`config.mk`:
```
export PLATFORM = sky130hd
export DESIGN_NAME = morse_module_ctrl
export DESIGN_NICKNAME = d
export VERILOG_FILES = /design/src/rtl/morse_pkg.sv /design/src/rtl/button_debounce.sv /design/src/rtl/morse_module_ctrl.sv
export SDC_FILE = /design/constraint.sdc
export NUM_CORES = 1
export LEC_CHECK = 0
export BUFFER_PORTS_ARGS = -buffer_cell sky130_fd_sc_hd__buf_4
export CAP_MARGIN = 20
export CORE_MARGIN = 4
export CORE_UTILIZATION = 50
export DETAILED_ROUTE_END_ITERATION = 10
export HOLD_SLACK_MARGIN = 0.06
export PLACE_DENSITY = 0.78
export SETUP_SLACK_MARGIN = 0.1
export SLEW_MARGIN = 15
export SYNTH_ARGS = -nofsm -noshare
export SYNTH_HDL_FRONTEND = slang
export SYNTH_SLANG_ARGS = --single-unit
```
`constraint.sdc`:
```
create_clock -name slow_clock -period 2.8 [get_ports slow_clock]
set_input_delay 0.56 -clock slow_clock [delete_from_list [all_inputs] [get_ports slow_clock]]
set_output_delay 0.56 -clock slow_clock [all_outputs]
set_load 0.02 [all_outputs]
```
`src/rtl/morse_pkg.sv`:
```
// Shared definitions for the Morse puzzle module: sizes, sequencer states and
// the word-to-frequency answer table also used by the blinker's code table.
package morse_pkg;

   localparam int NUM_WORDS        = 16;
   localparam int IDX_W            = 4;
   localparam int CODE_W           = 16;
   localparam int DEBOUNCE_CYC_DEF = 8;
   localparam int MAX_STRIKES_DEF  = 3;

   typedef logic [IDX_W-1:0] idx_t;

   typedef enum logic [2:0] {
      ST_IDLE,
      ST_LOAD,
      ST_ARM,
      ST_RUN,
      ST_CHECK,
      ST_SOLVED
   } state_t;

   // Correct frequency index for each secret word.
   function automatic idx_t answer(input idx_t idx);
      case (idx)
         4'd0:    return 4'd5;
         4'd1:    return 4'd12;
         4'd2:    return 4'd2;
         4'd3:    return 4'd9;
         4'd4:    return 4'd14;
         4'd5:    return 4'd0;
         4'd6:    return 4'd7;
         4'd7:    return 4'd11;
         4'd8:    return 4'd3;
         4'd9:    return 4'd15;
         4'd10:   return 4'd1;
         4'd11:   return 4'd8;
         4'd12:   return 4'd13;
         4'd13:   return 4'd4;
         4'd14:   return 4'd10;
         default: return 4'd6;
      endcase
   endfunction

endpackage

```
`src/rtl/button_debounce.sv`:
```
// Raw button conditioning: two-flop synchroniser, stability counter, and a
// one-cycle pulse on each rising edge of the accepted level.
module button_debounce
   import morse_pkg::*;
#(
   parameter int DEBOUNCE_CYC = DEBOUNCE_CYC_DEF
) (
   input  logic slow_clock,
   input  logic reset,
   input  logic btn,
   output logic evt
);

   localparam int CNT_W = (DEBOUNCE_CYC > 1) ? $clog2(DEBOUNCE_CYC) : 1;

   logic             meta;
   logic             sync;
   logic             level;
   logic [CNT_W-1:0] cnt;

   // NOTE: sequential state uses non-blocking assignments so every flop samples
   // the pre-edge value of the others; reset is synchronous and active-low.
   always_ff @(posedge slow_clock) begin
      if (!reset) begin
         meta  <= 1'b0;
         sync  <= 1'b0;
         level <= 1'b0;
         cnt   <= '0;
         evt   <= 1'b0;
      end else begin
         meta <= btn;
         sync <= meta;
         evt  <= 1'b0;
         // Counter tracks consecutive samples that disagree with the accepted level.
         if (sync == level) begin
            cnt <= '0;
         end else if (cnt == CNT_W'(DEBOUNCE_CYC - 1)) begin
            level <= sync;
            cnt   <= '0;
            evt   <= sync;
         end else begin
            cnt <= cnt + 1'b1;
         end
      end
   end

endmodule

```
`src/rtl/morse_module_ctrl.sv`:
```
// Game-level sequencer for the Morse puzzle: loads and arms the blinker, tracks
// the tuned frequency, judges transmit presses and reports strike or solve.
module morse_module_ctrl
   import morse_pkg::*;
#(
   parameter int DEBOUNCE_CYC = DEBOUNCE_CYC_DEF,
   parameter int MAX_STRIKES  = MAX_STRIKES_DEF
) (
   input  logic              slow_clock,
   input  logic              reset,
   input  logic              start,
   input  logic [IDX_W-1:0]  seed,
   input  logic              btn_up,
   input  logic              btn_down,
   input  logic              btn_tx,
   output logic [CODE_W-1:0] blink_data,
   output logic              blink_set,
   output logic              blink_reset_n,
   output logic [IDX_W-1:0]  freq_idx,
   output logic              strike,
   output logic [1:0]        strike_count,
   output logic              solved,
   output logic              busy
);

   state_t state, next_state;
   idx_t   word_idx;
   logic   up_evt, down_evt, tx_evt;
   logic   correct;
   logic   accept_start;

   button_debounce #(.DEBOUNCE_CYC(DEBOUNCE_CYC)) u_db_up (
      .slow_clock(slow_clock), .reset(reset), .btn(btn_up),   .evt(up_evt)
   );
   button_debounce #(.DEBOUNCE_CYC(DEBOUNCE_CYC)) u_db_down (
      .slow_clock(slow_clock), .reset(reset), .btn(btn_down), .evt(down_evt)
   );
   button_debounce #(.DEBOUNCE_CYC(DEBOUNCE_CYC)) u_db_tx (
      .slow_clock(slow_clock), .reset(reset), .btn(btn_tx),   .evt(tx_evt)
   );

   assign correct      = (freq_idx == answer(word_idx));
   assign accept_start = start && (state == ST_IDLE || state == ST_SOLVED);

   always_ff @(posedge slow_clock) begin
      if (!reset) state <= ST_IDLE;
      else        state <= next_state;
   end

   // NOTE: every combinational output gets a default first so no path infers a latch.
   always_comb begin
      next_state = state;
      blink_set  = 1'b0;
      strike     = 1'b0;
      case (state)
         ST_IDLE:   if (start) next_state = ST_LOAD;
         ST_LOAD:   next_state = ST_ARM;
         ST_ARM: begin
            blink_set  = 1'b1;
            next_state = ST_RUN;
         end
         ST_RUN:    if (tx_evt) next_state = ST_CHECK;
         ST_CHECK: begin
            if (correct) begin
               next_state = ST_SOLVED;
            end else begin
               strike     = 1'b1;
               next_state = ST_RUN;
            end
         end
         ST_SOLVED: if (start) next_state = ST_LOAD;
         default:   next_state = ST_IDLE;
      endcase
   end

   // Seed is captured on the accepted start edge so the word is valid throughout LOAD.
   always_ff @(posedge slow_clock) begin
      if (!reset) begin
         word_idx     <= '0;
         freq_idx     <= '0;
         strike_count <= '0;
      end else begin
         if (accept_start) begin
            word_idx <= seed;
            freq_idx <= '0;
         end else if (state == ST_RUN && !tx_evt && (up_evt ^ down_evt)) begin
            if (up_evt && freq_idx != idx_t'(NUM_WORDS - 1))
               freq_idx <= freq_idx + 1'b1;
            else if (down_evt && freq_idx != '0)
               freq_idx <= freq_idx - 1'b1;
         end
         if (state == ST_CHECK && !correct && int'(strike_count) < MAX_STRIKES)
            strike_count <= strike_count + 1'b1;
      end
   end

   assign blink_data    = {{(CODE_W - IDX_W){1'b0}}, word_idx};
   assign busy          = (state != ST_IDLE) && (state != ST_SOLVED);
   assign blink_reset_n = busy;
   assign solved        = (state == ST_SOLVED);

endmodule

```
Word-level counts from Yosys, hierarchy flattened
Memories as Yosys holds them, arrays and structs flattened. A register that Yosys moved wholly into a read port is not among the register bits.
Cells that the tools add are included.

word-level totals
  ROM bits = 64
  memories = 1
  output and inout port bits = 27
  bits of input ports = 10
  word-level logic and storage cells = 90
  flip-flop bits (word level) = 34

operators by class
  reduce and logical (&&, ||, !) cells = 28
  add/sub/neg operators = 6
  order comparisons = 1
  mux-type cells = 11
  equality and inequality tests = 16
  bitwise logic cells = 8

memory list
  name             words  width  rd ports  clocked after memory_dff  write ports  line             text
  (no name shown)  16     4      1         1                         0            morse_pkg.sv:24  case (idx)

operator list
  operator                                           count
  OR reduction 3 bit                                 6
  two-way mux 4 bit                                  4
  == test 3 bit (second input constant)              5
  case mux 3 bit (5 select lines)                    1
  AND reduction 2 bit                                5
  adder 3 x 1 -> 3 bit (second input constant)       3
  two-way mux 3 bit                                  3
  logical AND 1 bit                                  8
  inverter 1 bit                                     7
  == test 3 x 2 -> 1 bit (second input constant)     2
  adder 4 x 1 -> 4 bit (second input constant)       1
  == test 4 bit                                      1
  != test 2 x 1 -> 1 bit (second input constant)     2
  != test 4 bit (second input constant)              1
  nonzero test 4 bit                                 1
  OR reduction 2 bit                                 2
  subtractor 4 x 1 -> 4 bit (second input constant)  1
  == test 1 bit                                      3
  == test 3 x 1 -> 1 bit (second input constant)     1
  logical NOT 3 bit                                  1
  two-way mux 1 bit                                  3
  != test 3 bit (second input constant)              1
  nonzero test 3 bit                                 1
  adder 2 x 1 -> 2 bit (second input constant)       1
  other kinds (5)                                    6

Longest topological paths before layout
  depth in word-level cells = 5
  mapped depth = 11
  mapped depth without buffers = 10

Cells and area by module
Synthesis repeated with hierarchy kept, for this count alone.

second synthesis, totals
  cell total of the unflattened synthesis = 202
  area, all modules = 2058.2 um2

modules (own cells, without submodules)
  module             sequential area each (um2)  cells each  area an instance (um2)  instances
  morse_module_ctrl  340.3                       145         1333.8                  1
  button_debounce    140.1                       19          241.5                   3

Worst setup path before layout
No wires, ideal clock.

  path kind = input to register
  from = input port start
  to = register (tool-made name)
  data arrival time = 2184 ps
  stages = 10
  library setup time = 119 ps
  setup slack = 497 ps
  buffers on the path = 0
  data required time = 2681 ps
  cell sequence = nand2b_1 -> nor2_4 -> nand2_1 -> a21boi_0 -> inv_1 -> ha_1 -> inv_1 -> and3_1 -> mux2i_1 -> o221a_2

RTL lines
  item             line                     text
  start, declared  morse_module_ctrl.sv:11  input logic start,

Final worst setup path
  from = register freq_idx[0]
  to = output port strike

on the way
  cells in the longest elaborated chain, start to end = 3

ends and longest elaborated chain
  item                    line                     text
  start, declared         morse_module_ctrl.sv:19  output logic [IDX_W-1:0] freq_idx,
  start signal, assigned  morse_module_ctrl.sv:88  freq_idx <= freq_idx + 1'b1;
  start signal, assigned  morse_module_ctrl.sv:90  freq_idx <= freq_idx - 1'b1;
  == test 4 bit           morse_module_ctrl.sv:42  assign correct = (freq_idx == answer(word_idx));
  two-way mux 1 bit       morse_module_ctrl.sv:64  if (correct) begin
  two-way mux 1 bit       morse_module_ctrl.sv:55  case (state)
  end, declared           morse_module_ctrl.sv:20  output logic strike,

Every way passes these cells.

==> flow_summary.json <==
{
  "slew_viol_final": 0,
  "post-route-period-util_pct": 82.0,
  "yosysTopAreaCell": "dfxtp_1",
  "yosysUniqueCellTypes": 47,
  "wl_per_cell_um": 11.8,
  "busiest_layer": "met2",
  "maxCapViolCount": 0,
  "crit_slowest_cell": "dfxtp_1",
  "rsz0062_at_grt": "no",
  "stdcell_area_mm2": 0.00232,
  "swShare_pct": 23.4,
  "synth_edf_count": 0,
  "async_flop_share_pct": 0,
  "critPathKind": "flop to output port",
  "timing.rr.start": "state[2]",
  "crit_buf_inv": 1,
  "fmax_mhz": 436,
  "min-delay-start": "u_db_down.cnt[0]",
  "gp_congestion": 0.825,
  "fp-row-count": 22,
  "fin_ws_ns": 0.505,
  "endpoint_kind": "output port",
  "synth_area_mm2": 0.00200,
  "switching_power_uw": 313,
  "cp_slowest_stage_delay_ns": 0.50,
  "sequentialPowerShare_pct": 43.3,
  "ctsHoldBuffers": 0,
  "layout_commonest_cell": "dfxtp_1",
  "p_leak_uw": 0.00105,
  "drive_above_1_share_pct": 19.9,
  "grt_usage_pct": 13.4,
  "htreeDepth": 2,
  "crit_chain": "xor2_1 -> nor4_1 -> nor3_1 -> buf_4",
  "crit_family": "simple AND/OR/NAND/NOR gates",
  "n_antenna_cell": 0,
  "dpl-instance-area_mm2": 0.00218,
  "dpl.hpwl_um": 2470,
  "grt_pass1_wl_um": 5530,
  "cts_tree": "done",
  "setup_viol": 0,
  "finalWirelength_um": 3280,
  "nets": 256,
  "tns_ns": 0,
  "post-route-min-period_ns": 2.29,
  "grtUsageMet1_pct": 16.5,
  "ys_top_cells_by_area": "dfxtp_1, ha_1, buf_4",
  "synth_top_area_share_pct": 38.1,
  "cp-start-kind": "flop",
  "r2r_slack_ns": 0.68,
  "grt_antenna_before_repair": 0,
  "clockBufferDepth": 2,
  "tightest_slew_ns": 0.529,
  "pwr-share-comb_pct": 13.9,
  "via_per_inst": 4.99,
  "use_met3_pct": 4.26,
  "dieHeight_um": 71.2,
  "ir_drop_mv": 0.386,
  "synthFlopType": "dfxtp_1",
  "pre_cts_slack_ns": 0.463,
  "arrival_ns": 1.73,
  "skew_ns": 0.00439,
  "cp_data_required_time_ns": 2.24,
  "root_buffer": "clkbuf_8",
  "cts_setup_buffers": 0,
  "clock_latency_ns": 0.29,
  "max-slew-margin-rel_pct": 64.4,
  "netlist_instances": 202,
  "clk_pin_slew_worst_paths_ns": 0.07,
  "pwr-share-clk_pct": 42.8,
  "hp-class": "flop to flop",
  "ys_seq_area_share_pct": 38.1,
  "hold_viol": 0,
  "gr-usage-met2_pct": 21.4,
  "first_iter_violations": 56,
  "syn_avg_cell_area_um2": 9.88,
  "cp_num_cells": 4,
  "grt_max_degree": 33,
  "die_w_um": 71.2,
  "start_util_pct": 52.9,
  "grt_pass1_vias": 1263,
  "power.internal_uw": 1030,
  "status": "finished clean",
  "final_cell_mix": "dfxtp_1, buf_4, ha_1, nand2_1, and2_1",
  "drtPass1Iterations": 4,
  "power_density_mw_per_mm2": 576,
  "setup.worst_path.start": "freq_idx[0]",
  "cts_resized": 0,
  "io-pin-count": 37,
  "grt-ovfl-total": 0,
  "reg2reg_depth": 10,
  "drcViolationCount": 0,
  "ys_ff_latch": 38,
  "area_growth_syn_to_layout_pct": 16.5,
  "vias": 1393,
  "yosys_warnings": 0,
  "ant_nets": 0,
  "clock-sinks": 38,
  "core-area_mm2": 0.00377,
  "cts_buffers": 5,
  "crit_end": "strike",
  "io_buffers": 24,
  "die_area_mm2": 0.00507,
  "cp_max_fo": 7
}
==> cell type report <==
class	count	area, µm²
sequential	38	761
clock buffer	6	82.6
fill	326	1450
inverter	6	22.5
timing repair buffer	28	210
multi-input combinational	151	1130
tap	48	60.1
clock inverter	2	60.1
==> logic make-up (layout without fill, tap and decap cells) <==
group                    after synthesis  count (layout)  share of synthesized area, %
flip-flops                            38              38                          38.1
AND/OR/NAND/NOR                       70              70                          20.6
buffers and inverters                 24              42                          7.40
XOR/XNOR                              13              13                          5.71
other                                  1              12                         0.188
adder cells (fa/ha/maj)               16              16                          10.4
AO/OA/AOI/OAI                         27              27                          9.72
multiplexers                          13              13                          7.90
==> per-layer routing <==
metal,vias up,routed length [µm]
li1,723,-
met1,622,1510
met2,40,1500
met3,8,219
met4,0,58
met5,-,0
==> synth_stat cells, types with 3 or more instances <==
cell type,count
a21boi_0,5
a21oi_1,5
and2_1,13
and4b_1,3
buf_4,13
clkbuf_1,3
dfxtp_1,38
ha_1,15
inv_1,5
mux2i_1,9
nand2_1,13
nand2b_1,4
nand3b_1,3
nor2_1,8
nor2b_1,10
nor3b_1,3
o21ai_0,5
xnor2_1,4
xor2_1,9
==> worst register-to-register path: stages (launching register included) <==
cell,delay [ns]
dfxtp_1,0.36
xnor2_1,0.35
nand2_2,0.18
nand2_1,0.12
a21boi_0,0.10
buf_4,0.16
ha_1,0.18
inv_1,0.06
and3_1,0.17
mux2i_1,0.07
o221a_2,0.27
==> power by group through the flow <==
stage,Sequential (µW),Clock [µW],Combinational [µW]
3_5_place_dp,592,0,186
6_report,580,573,187
3_3_place_gp,592,0,184
2_1_floorplan,594,0,146
5_1_grt,583,607,204
4_1_cts,580,590,187
==> per-stage QoR <==
stage          utilization, %  hold WS (ns)  total power [µW]  std cells
2_1_floorplan               -         0.398               740        213
3_3_place_gp             57.9         0.409               777        271
3_5_place_dp             57.9         0.412               778        271
4_1_cts                  61.6         0.423              1360        279
5_1_grt                  61.6         0.449              1390        279
6_report                 61.6         0.422              1340        279
==> how the worst min path moves through the flow <==
stage | endpoint | slack (ns) | cells past startpoint
floorplan | u_db_down.cnt[0] | 0.40 | 1
global placement | u_db_up.cnt[0] | 0.41 | 1
detailed placement | u_db_down.cnt[0] | 0.41 | 1
CTS | u_db_down.cnt[0] | 0.42 | 1
global route | u_db_tx.cnt[0] | 0.45 | 1
finish | u_db_down.cnt[0] | 0.42 | 1
(Power assumes the default switching activity.)
